--- config.mk ---
export PLATFORM = sky130hd
export DESIGN_NAME = vi_pi_stage
export DESIGN_NICKNAME = d
export VERILOG_FILES = /design/src/rtl/vi_pi_stage.sv
export SDC_FILE = /design/constraint.sdc
export NUM_CORES = 1
export LEC_CHECK = 0
export CAP_MARGIN = 20
export CORE_UTILIZATION = 65
export CTS_BUF_LIST = sky130_fd_sc_hd__clkbuf_8
export DETAILED_ROUTE_END_ITERATION = 8
export PLACE_DENSITY = 0.95
export SLEW_MARGIN = 5
export SYNTH_ARGS = -nofsm -noshare
export SYNTH_HDL_FRONTEND = slang
export SYNTH_SLANG_ARGS = --single-unit
export TNS_END_PERCENT = 20
--- constraint.sdc ---
create_clock -name clk -period 33.4 [get_ports clk]
set_input_delay 6.68 -clock clk [delete_from_list [all_inputs] [get_ports clk]]
set_output_delay 6.68 -clock clk [all_outputs]
set_load 0.01 [all_outputs]
--- src/rtl/vi_pi_stage.sv ---
// Sequential PI control stage: one shared multiplier forms the P and I terms,
// with a clamped integrator. Optional conditional integration: VI_PI_ANTIWINDUP_EN.
module vi_pi_stage #(
  parameter int DATA_W  = 16,
  parameter int COEF_W  = 16,
  parameter int ACC_W   = 32,
  parameter int FRAC    = 12,
  parameter int INT_LIM = 1073741823,
  parameter int OUT_LIM = 32767
) (
  input  logic              clk,
  input  logic              rst,
  input  logic              in_valid,
  output logic              in_ready,
  input  logic [DATA_W-1:0] ref_val,
  input  logic [DATA_W-1:0] meas_val,
  input  logic [COEF_W-1:0] kp,
  input  logic [COEF_W-1:0] ki,
  input  logic              clear_int,
  output logic              out_valid,
  input  logic              out_ready,
  output logic [ACC_W-1:0]  u_raw,
  output logic [ACC_W-1:0]  int_val,
  output logic              busy
);

  localparam int PROD_W = DATA_W + 1 + COEF_W;

  localparam logic signed [ACC_W:0]   INT_HI = (ACC_W+1)'(INT_LIM);
  localparam logic signed [ACC_W:0]   INT_LO = -INT_HI;
  localparam logic signed [ACC_W-1:0] OUT_HI = ACC_W'(OUT_LIM);
  localparam logic signed [ACC_W-1:0] OUT_LO = ACC_W'(-OUT_LIM - 32'sd1);
  localparam logic signed [ACC_W-1:0] ACC_MAX = {1'b0, {(ACC_W-1){1'b1}}};
  localparam logic signed [ACC_W-1:0] ACC_MIN = {1'b1, {(ACC_W-1){1'b0}}};

  // Elaboration-time guard on the parameter set.
  if (ACC_W < DATA_W + COEF_W + 1 - FRAC || INT_LIM <= 0 || OUT_LIM <= 0) begin : g_bad_cfg
    $error("vi_pi_stage: invalid parameter set");
  end

  typedef enum logic [2:0] {
    S_IDLE = 3'd0,
    S_ERR  = 3'd1,
    S_PMUL = 3'd2,
    S_IMUL = 3'd3,
    S_SUM  = 3'd4,
    S_HOLD = 3'd5
  } state_t;

  state_t                    state_q, state_d;
  logic signed [DATA_W-1:0]  ref_q, meas_q;
  logic signed [COEF_W-1:0]  kp_q, ki_q;
  logic signed [DATA_W:0]    err_q;
  logic signed [ACC_W:0]     p_q;
  logic signed [ACC_W-1:0]   integ_q, integ_d;
  logic signed [ACC_W-1:0]   u_raw_q, u_raw_d;
  logic                      out_valid_q, out_valid_d;

  logic signed [DATA_W:0]    err_s;
  logic signed [COEF_W-1:0]  coef_s;
  logic signed [PROD_W-1:0]  prod_s, shr_s;
  logic signed [ACC_W:0]     term_s;
  logic signed [ACC_W:0]     integ_sum_s;
  logic signed [ACC_W-1:0]   integ_clamp_s;
  logic signed [ACC_W:0]     u_sum_s;
  logic signed [ACC_W-1:0]   u_clamp_s;
  logic                      aw_block_s;
  logic                      accept_s;

  assign accept_s = (state_q == S_IDLE) && in_valid;

  // Datapath: exact error, shared multiplier, and the two clamped adders.
  always_comb begin
    err_s  = (DATA_W+1)'(ref_q) - (DATA_W+1)'(meas_q);
    coef_s = (state_q == S_PMUL) ? kp_q : ki_q;
    prod_s = err_q * coef_s;
    shr_s  = prod_s >>> FRAC;
    term_s = (ACC_W+1)'(shr_s);

    integ_sum_s = (ACC_W+1)'(integ_q) + term_s;
    if (integ_sum_s > INT_HI) begin
      integ_clamp_s = ACC_W'(INT_HI);
    end else if (integ_sum_s < INT_LO) begin
      integ_clamp_s = ACC_W'(INT_LO);
    end else begin
      integ_clamp_s = ACC_W'(integ_sum_s);
    end

    u_sum_s = p_q + (ACC_W+1)'(integ_q);
    if (u_sum_s[ACC_W] == u_sum_s[ACC_W-1]) begin
      u_clamp_s = ACC_W'(u_sum_s);
    end else if (u_sum_s[ACC_W]) begin
      u_clamp_s = ACC_MIN;
    end else begin
      u_clamp_s = ACC_MAX;
    end
  end

`ifdef VI_PI_ANTIWINDUP_EN
  // Freeze integration while the last command is already pushing into saturation.
  always_comb begin
    if ((u_raw_q > OUT_HI) && (term_s > 0)) begin
      aw_block_s = 1'b1;
    end else if ((u_raw_q < OUT_LO) && (term_s < 0)) begin
      aw_block_s = 1'b1;
    end else begin
      aw_block_s = 1'b0;
    end
  end
`else
  assign aw_block_s = 1'b0;
`endif

  // Next state, integrator update and output register control.
  always_comb begin
    state_d     = state_q;
    u_raw_d     = u_raw_q;
    out_valid_d = out_valid_q;
    integ_d     = integ_q;

    if (clear_int) begin
      integ_d = '0;
    end else if ((state_q == S_IMUL) && !aw_block_s) begin
      integ_d = integ_clamp_s;
    end else begin
      integ_d = integ_q;
    end

    case (state_q)
      S_IDLE: begin
        if (in_valid) begin
          state_d = S_ERR;
        end else begin
          state_d = S_IDLE;
        end
      end
      S_ERR:  state_d = S_PMUL;
      S_PMUL: state_d = S_IMUL;
      S_IMUL: state_d = S_SUM;
      S_SUM: begin
        u_raw_d     = u_clamp_s;
        out_valid_d = 1'b1;
        state_d     = S_HOLD;
      end
      S_HOLD: begin
        if (out_ready) begin
          out_valid_d = 1'b0;
          state_d     = S_IDLE;
        end else begin
          state_d = S_HOLD;
        end
      end
      default: begin
        out_valid_d = 1'b0;
        state_d     = S_IDLE;
      end
    endcase
  end

  // State, operand capture and pipeline registers.
  always_ff @(posedge clk) begin
    if (rst) begin
      state_q     <= S_IDLE;
      ref_q       <= '0;
      meas_q      <= '0;
      kp_q        <= '0;
      ki_q        <= '0;
      err_q       <= '0;
      p_q         <= '0;
      integ_q     <= '0;
      u_raw_q     <= '0;
      out_valid_q <= 1'b0;
    end else begin
      state_q     <= state_d;
      integ_q     <= integ_d;
      u_raw_q     <= u_raw_d;
      out_valid_q <= out_valid_d;
      if (accept_s) begin
        ref_q  <= ref_val;
        meas_q <= meas_val;
        kp_q   <= kp;
        ki_q   <= ki;
      end
      if (state_q == S_ERR) begin
        err_q <= err_s;
      end
      if (state_q == S_PMUL) begin
        p_q <= term_s;
      end
    end
  end

  assign in_ready  = (state_q == S_IDLE);
  assign busy      = (state_q != S_IDLE);
  assign out_valid = out_valid_q;
  assign u_raw     = u_raw_q;
  assign int_val   = integ_q;

endmodule

# Word-level counts from Yosys, hierarchy flattened
# Index checks and enable logic that the tools add are counted.
# totals
wordCells	40
register_bits	170
# op_classes
n_lt_le_gt_ge	2
add_sub_neg	3
reduce_logical	6
n_mux	10
bitwise	1
eq_ne	7
mul	1
# op_table
cell	n
$mux 32	4
$add 21x32->33	1
$add 32x21->33	1
$gt 33x31->1 const B	1
$lt 33x31->1 const B	1
$mul 17x16->33	1
$pmux 3 s6	1
$sub 16x16->17	1
$mux 16	1
$eq 3x2->1 const B	2
$eq 3x3->1 const B	2
$reduce_or 4->1	1
$eq 3x1->1 const B	1
$logic_not 3->1	1
$mux 3	1
$pmux 1 s3	1
$reduce_bool 3->1	1
$mux 1	2
$ne 2x2->1 const B	1
$reduce_and 2->1	1
$reduce_or 2->1	1
$eq 1x1->1	1
$logic_and 1x1->1	1
$not 1->1	1

# Depth between registers and ports, before layout
# Gate-level depths: netlist of run 1.
# depth
word_depth	7
mapped_depth	44
depth_no_buf	38

# Least setup slack after synthesis of run 1
# OpenSTA, ideal clock, no wires.
# synth_path
path_type	reg-to-reg
start	reg state_q[1]
end	reg integ_q[10], in the netlist int_val[10]
required_ps	33297
period_less_slack_ps	10709
path_slack_ps	22691
path_stages_with_launch	40
setup_ps	103
n_path_buf	7
arrival_time_ps	10606
path_cell_list	dfxtp_1 buf_2 nor3b_1 clkbuf_1 clkbuf_1 nand2_1 nand2_1 clkbuf_1 nand2_1 fa_1 fa_1 fa_1 inv_1 fa_1 fa_1 inv_1 fa_1 inv_1 [4 not listed] a211oi_1 or3_1 a21oi_1 o211ai_1 a21oi_1 xnor2_1 ha_1 clkbuf_1 a21o_1 a221o_1 nand3b_4 o2111a_2 o21ai_0 a2111oi_4 a311o_1 buf_4 buf_6 a2111oi_2
# synth_via
elab_chain_len	7
elab_cells_between_ends	9
cone_classes	add/sub: 1; mul: 1; order compare: 2; eq/ne: 2; mux: 3
# synth_lines
item	line	rtl
from (decl)	50	state_t state_q, state_d;
from (signal assigned)	174	state_q <= state_d;
$eq 3x2->1 (*)	75	coef_s = (state_q == S_PMUL) ? kp_q : ki_q;
$mux 16 (*)	75	
$mul 17x16->33 (*)	76	prod_s = err_q * coef_s;
via prod_s[32]	61	logic signed [PROD_W-1:0] prod_s, shr_s;
$add 32x21->33 (*)	80	integ_sum_s = (ACC_W+1)'(integ_q) + term_s;
$lt 33x31->1	83	end else if (integ_sum_s < INT_LO) begin
$mux 32	83	
$mux 32 (*)	81	if (integ_sum_s > INT_HI) begin
to (signal assigned)	175	integ_q <= integ_d;
to (decl)	55	logic signed [ACC_W-1:0] integ_q, integ_d;
# The timed path passes the listed nets; every way through them passes the cells marked *.
# A chain may end at the register's enable or synchronous reset.

# Worst setup path after layout of run 1
# layout_path
start	reg state_q[1]
end	reg integ_q[8], in the netlist int_val[8]
# Same word-level chain as after synthesis.

==> results of run 1 <==
## per-stage QoR
step | instance area (um^2) | utilization [%]
after floorplan | 21100 | -
after global placement | 22700 | 71.4
after CTS | 23000 | 72.6
after global routing | 23100 | 72.8
final | 23100 | 72.8
after detailed placement | 22700 | 71.4
## registers in the layout, indices dropped and copies added, names as in the netlist
| name | flops |
|---|---|
| out_valid | 1 |
| ref_q | 16 |
| meas_q | 16 |
| ki_q | 16 |
| err_q | 17 |
| state_q | 3 |
| p_q | 21 |
| int_val | 32 |
| u_raw | 32 |
| kp_q | 16 |
## worst max-delay path: cells and delay by family (launching register included)
kind | cells | cell delay, ps
buffers and inverters | 7 | 1030
AOI/OAI and AO/OA | 11 | 3250
DFF | 1 | 520
and+or+nand+nor | 10 | 2840
xor gates and xnor gates | 1 | 160
adders and majority gates | 8 | 3830
## logic make-up (layout without fill, tap and decap cells)
| family | after synthesis | count (layout) | share of synthesized area (%) |
|---|---|---|---|
| XOR/XNOR | 94 | 94 | 3.90 |
| multiplexers | 10 | 10 | 0.563 |
| AND/OR/NAND/NOR | 799 | 799 | 17.6 |
| AO/OA/AOI/OAI | 493 | 493 | 16.0 |
| buffers and inverters | 465 | 540 | 8.40 |
| flip-flops | 170 | 170 | 16.1 |
| adder cells (fa/ha/maj) | 471 | 471 | 37.5 |
## placed cells by master (no fill, tap or decap), drive strengths merged, types with 22 or more instances in the layout
master | Yosys | layout
xor2 | 40 | 40
inv | 353 | 359
nor2b | 56 | 56
and2 | 97 | 97
nand2 | 378 | 378
ha | 162 | 162
nor2 | 129 | 129
nand3 | 27 | 27
xnor2 | 54 | 54
a21o | 41 | 41
dfxtp | 170 | 170
o21ai | 50 | 50
a2111oi | 33 | 33
fa | 278 | 278
clkdlybuf4s50 | 0 | 134
a21oi | 200 | 200
a211oi | 47 | 47
maj3 | 31 | 31
nor3 | 22 | 22
## layout make-up
type	count	area (um^2)	area share, %
Multi-Input combinational cell	1867	16000	69.0
Sequential cell	170	3400	14.7
Timing Repair Buffer	155	1540	6.66
Inverter	353	1330	5.74
Tap cell	402	503	2.18
Clock buffer	18	248	1.07
Clock inverter	14	135	0.585
## per-layer routing
metal  GRT usage (%)  up-vias
li1                -     8288
met1            42.3     8962
met3            5.51      237
met2            60.1      863
met4            18.8        4
met5               0        -
## how the worst min path moves through the flow
stage / start / to / slack, ps / depth (start not counted)
5_1_grt: kp_q[0] / kp_q[0] / 480 / 2
3_3_place_gp: kp_q[4] / kp_q[4] / 440 / 2
2_1_floorplan: kp_q[0] / kp_q[0] / 430 / 2
4_1_cts: ki_q[0] / ki_q[0] / 460 / 2
3_5_place_dp: ki_q[0] / ki_q[0] / 450 / 2
6_report: ki_q[0] / ki_q[0] / 460 / 2
## Yosys cell counts (20+ instances only)
| cell type | number |
|---|---|
| nand2b_1 | 20 |
| xor2_1 | 40 |
| fa_1 | 278 |
| dfxtp_1 | 170 |
| nor3_1 | 22 |
| o21ai_0 | 49 |
| maj3_1 | 31 |
| a31oi_1 | 20 |
| ha_1 | 162 |
| xnor2_1 | 54 |
| a211oi_1 | 45 |
| a21o_1 | 41 |
| and2_1 | 97 |
| a21oi_1 | 198 |
| a2111oi_2 | 20 |
| clkbuf_1 | 98 |
| inv_1 | 353 |
| nor2b_1 | 56 |
| nand3_1 | 27 |
| nand2_1 | 378 |
| nor2_1 | 129 |
## power groups by stage
stage	registers (mW)	logic, mW	clock network (mW)
3_5_place_dp	0.246	0.517	0
2_1_floorplan	0.233	0.392	0
4_1_cts	0.242	0.522	0.151
5_1_grt	0.245	0.586	0.160
3_3_place_gp	0.245	0.495	0
6_report	0.243	0.538	0.151
==> flow_summary.yaml, run 1 <==
critical_path:
  crit_fanout: 40
  cp-startpoint: "state_q[1]"
  reg2reg_depth: 37
  start_kind: "flip-flop"
  worstReg2RegEnd: "int_val[8]"
  worstSetupPathType: "flip-flop to flip-flop"
  rrSetupSlack_ps: 21610
  crit_end: "int_val[8]"
  cpMaxStageDelayCell: "a21o_1"
  crit_required_ps: 33790
  cpMostUsedCell: "fa_1"
  slowest_delay_ps: 720
  cp.arrival_ps: 12180
  crit_path_end_kind: "flip-flop"
  r2r_start: "state_q[1]"
place:
  place_worst_setup_slack_ps: 21500
  place_inst: 2944
  portBuffers: 135
  routabilityCongestion: 0.961
  dp_hpwl_um: 43900
floorplanning:
  num_rows: 65
  initial_core_util_pct: 66.5
  die-area_um2: 33200
  io_pins: 136
  die_h_um: 182
  core_area_um2: 31700
  die_w_um: 182
finish:
  syn_to_final_growth_pct: 9.49
  fillers: 2216
  final_cells: 2979
  diodes: 0
  drive_gt1_share_pct: 4.11
  layout.nets: 3073
synthesis:
  ys.flop_type: "dfxtp_1"
  synth_cells: 2502
  synth.area.top_cells: "fa_1, dfxtp_1, ha_1, nand2_1, inv_1"
  synth-seq-area-share_pct: 16.1
  syn_area_um2: 21100
  avgSynthCellArea_um2: 8.43
  yosys_warnings: 0
  yosysTopAreaCellShare_pct: 26.4
  yosysTopAreaCell: "fa_1"
  synth_cell_type_count: 72
  async_reset_ff_share_pct: 0
  synth_edf_count: 0
  synth_nets: 3011
  synth_seq_cells: 170
routing:
  via_per_inst: 6.16
  dr.max_layer_used: "met5"
  via_count: 18400
  postRouteWirelength_um: 56600
  met1_length_um: 22100
  wl_met2_um: 27600
  drc_errors: 0
  drt_iter0_markers: 1515
  met3_wirelength_um: 3960
  wl_per_cell_um: 19.0
  dr.pass1.iters: 7
  drtAntennaViolNets: 0
flow_run:
  maxCapViolCount: 0
timing:
  finalHoldViolations: 0
  hold-worst-slack_ps: 458
  relSlewSlack_pct: 34.6
  max_freq_mhz: 84.8
  min_period_ps: 11790
  finalCritPeriodShare_pct: 35.3
  drv_slew: 0
  skew_ps: 38.4
  rsz0062_at_grt: "no"
  tightest_slew_ps: 981
  postLayoutSetupSlackWorst_ps: 21610
  setup_violations: 0
  fin_tns_setup_ps: 0
global_routing:
  grt.total_usage_pct: 35.0
  grt_pass1_vias: 19000
  antenna_found_initial: 1
  grt_max_degree: 90
  grt_overflow_total: 0
  grt_pass1_wl_um: 92400
clock_network:
  clk_pin_slew_ps: 110
  cts_setup_buffers: 0
  cts_root_buffer: "clkbuf_8"
  hold_buffers: 0
  clk_latency_ps: 530
  clock_sinks: 170
  clockBufferDepth: 2
  cts_made_buffers: 17
  htree_num_levels: 4
  cts_tree: "built"
  cts_resized: 0
power_and_ir_drop:
  power_uw: 931
  power.switching_uw: 444
  p_per_area_nw_per_um2: 40.3
  swShare_pct: 47.7
  pwr-share-comb_pct: 57.7
  p_int_uw: 487
  ir_worst_vdd_mv: 0.0547
  p_leak_nw: 10.4
  clkPwrFrac_pct: 16.2
  p_seq_share_pct: 26.1
outcome:
  status: "complete, no violations"
min_path:
  hp-class: "flip-flop to flip-flop"
Power figures use the tool's default switching activity.
==> inputs of run 2 (changes only) <==
CORE_UTILIZATION = 57   (was 65)
PLACE_DENSITY = 0.89   (was 0.95)
clock period = 9.9 ns   (was 33.4 ns; I/O delays follow)
==> run 2 against run 1 <==
Effect of this change: the run now ends with negative setup slack left; setup slack lost 22000 ps; first-iteration DRC count shrank 14%; die area grew 14%; register-to-register slack lost 22000 ps.
==> flow_summary.yaml, run 2 (synthesized netlist as in run 1, its figures left out) <==
clock_network:
  clock_sinks: 170
  clockBufferDepth: 2
  clk_latency_ps: 530
  cts_root_buffer: "clkbuf_8"
  cts_tree: "built"
  clk_pin_slew_ps: 100
  cts_made_buffers: 17
  hold_buffers: 0
  htree_num_levels: 4
routing:
  drt_iter0_markers: 1301
  wl_per_cell_um: 18.6
  drtAntennaViolNets: 0
  dr.pass1.iters: 8
  drc_errors: 0
  via_per_inst: 5.85
  via_count: 18800
  postRouteWirelength_um: 59700
finish:
  fillers: 2784
  finalInstanceArea_um2: 24900
  layout.nets: 3244
  diodes: 0
  final_common_cell: "nand2_1"
  drive_gt1_share_pct: 12.1
  layout_common_cells: "nand2_1, inv_1, fa_1"
  final_util_pct: 68.3
  syn_to_final_growth_pct: 18.1
global_routing:
  grt.total_usage_pct: 31.7
  grt_use_met3_pct: 5.38
  grt_overflow_total: 0
  grt_util_met1_pct: 40.0
  grt_pass1_vias: 19300
  grt_max_degree: 78
  antenna_found_initial: 1
  grt_pass1_wl_um: 95600
  busiest_layer: "met2"
  grtUsageMet2_pct: 53.9
timing:
  tightest_slew_ps: 986
  setup_violations: 28
  hold-worst-slack_ps: 458
  min_period_ps: 9960
  postLayoutSetupSlackWorst_ps: -57.1
  rsz0062_at_grt: "yes"
  skew_ps: 29.0
  relSlewSlack_pct: 34.3
  max_freq_mhz: 100
  finalHoldViolations: 0
  finalCritPeriodShare_pct: 101
  drv_slew: 0
place:
  place_worst_setup_slack_ps: -101
  routabilityCongestion: 0.940
  placed_cell_area_um2: 24100
  portBuffers: 135
  dp_hpwl_um: 47900
power_and_ir_drop:
  power_mw: 3.53
  ir_worst_vdd_mv: 0.180
  p_leak_nw: 11.4
  p_per_area_nw_per_um2: 141
  swShare_pct: 46.0
  pwr-share-comb_pct: 62.8
  clkPwrFrac_pct: 14.2
  p_int_mw: 1.91
  power.switching_mw: 1.62
  p_seq_share_pct: 23.1
floorplanning:
  core_area_um2: 36500
  die-area_um2: 37800
  die_w_um: 194
  io_pins: 136
  die_h_um: 194
  num_rows: 70
  initial_core_util_pct: 57.8
critical_path:
  crit_fanout: 7
  start_kind: "flip-flop"
  cpMostUsedCell: "fa_1"
  crit_required_ps: 10270
  slowest_delay_ps: 530
  cp.arrival_ps: 10320
  cpMaxStageDelayCell: "fa_1"
  crit_path_end_kind: "flip-flop"
  worstSetupPathType: "flip-flop to flip-flop"
flow_run:
  maxCapViolCount: 0
outcome:
  status: "finished with violations"
  violations: "negative setup slack"
min_path:
  hp-class: "flip-flop to flip-flop"
[run 2: critical path, delay by kind of cell (launching register included)]
kind / cells / cell delay [ps]
AND/OR/NAND/NOR: 9 / 1670
multiplexers: 1 / 400
adder cells (fa/ha/maj): 8 / 3510
buffers and inverters: 9 / 1040
XOR/XNOR: 1 / 210
AO/OA/AOI/OAI: 11 / 2570
flip-flops: 1 / 350
[run 2: area by class of cell]
class / count / area [um^2] / area share [%]
clock inverters: 11 / 86.3 / 0.346
repair buffers: 326 / 2980 / 11.9
clock buffers: 20 / 275 / 1.10
multi-input cells: 1867 / 16300 / 65.3
flip-flops and latches: 170 / 3410 / 13.7
inverters: 353 / 1330 / 5.32
well taps: 468 / 586 / 2.35
[run 2: path summary, 6_finish.rpt]
path	slack (ps)	to	start	cells after the start
worst max-delay path	-60	int_val[16]	state_q[2]	39
worst min-delay path	460	meas_q[13]	meas_q[13]	2
worst max register to register	-60	int_val[16]	state_q[2]	39
worst min register to register	460	meas_q[13]	meas_q[13]	2
[run 2: metal layers]
| layer | vias to the layer above | part of all wire (%) |
|---|---|---|
| met2 | 770 | 49 |
| met1 | 9227 | 41 |
| met5 | - | 0.018 |
| li1 | 8643 | - |
| met4 | 2 | 3.8 |
| met3 | 171 | 6.9 |
[run 2: through the flow]
stage / cells / TNS [ps]
final: 3215 / -1030
after CTS: 3199 / 0
after floorplan: 2502 / 0
after detailed placement: 3167 / -1560
after global routing: 3215 / -9920
after global placement: 3167 / 0
[run 2: power by group through the flow]
| stage | registers (mW) | clock network (mW) | logic, mW |
|---|---|---|---|
| after floorplan | 0.787 | 0 | 1.34 |
| after global placement | 0.821 | 0 | 2.02 |
| after detailed placement | 0.824 | 0 | 2.09 |
| after CTS | 0.808 | 0.504 | 2.12 |
| after global routing | 0.817 | 0.531 | 2.42 |
| final | 0.813 | 0.500 | 2.21 |
[run 2: what timing repair did]
item,in CTS,in global routing
pin swaps,3,15
hold endpoints to repair,0,0
setup endpoints to repair,28,30
gates cloned,1,2
resized for setup,11,60
buffers inserted,0,13
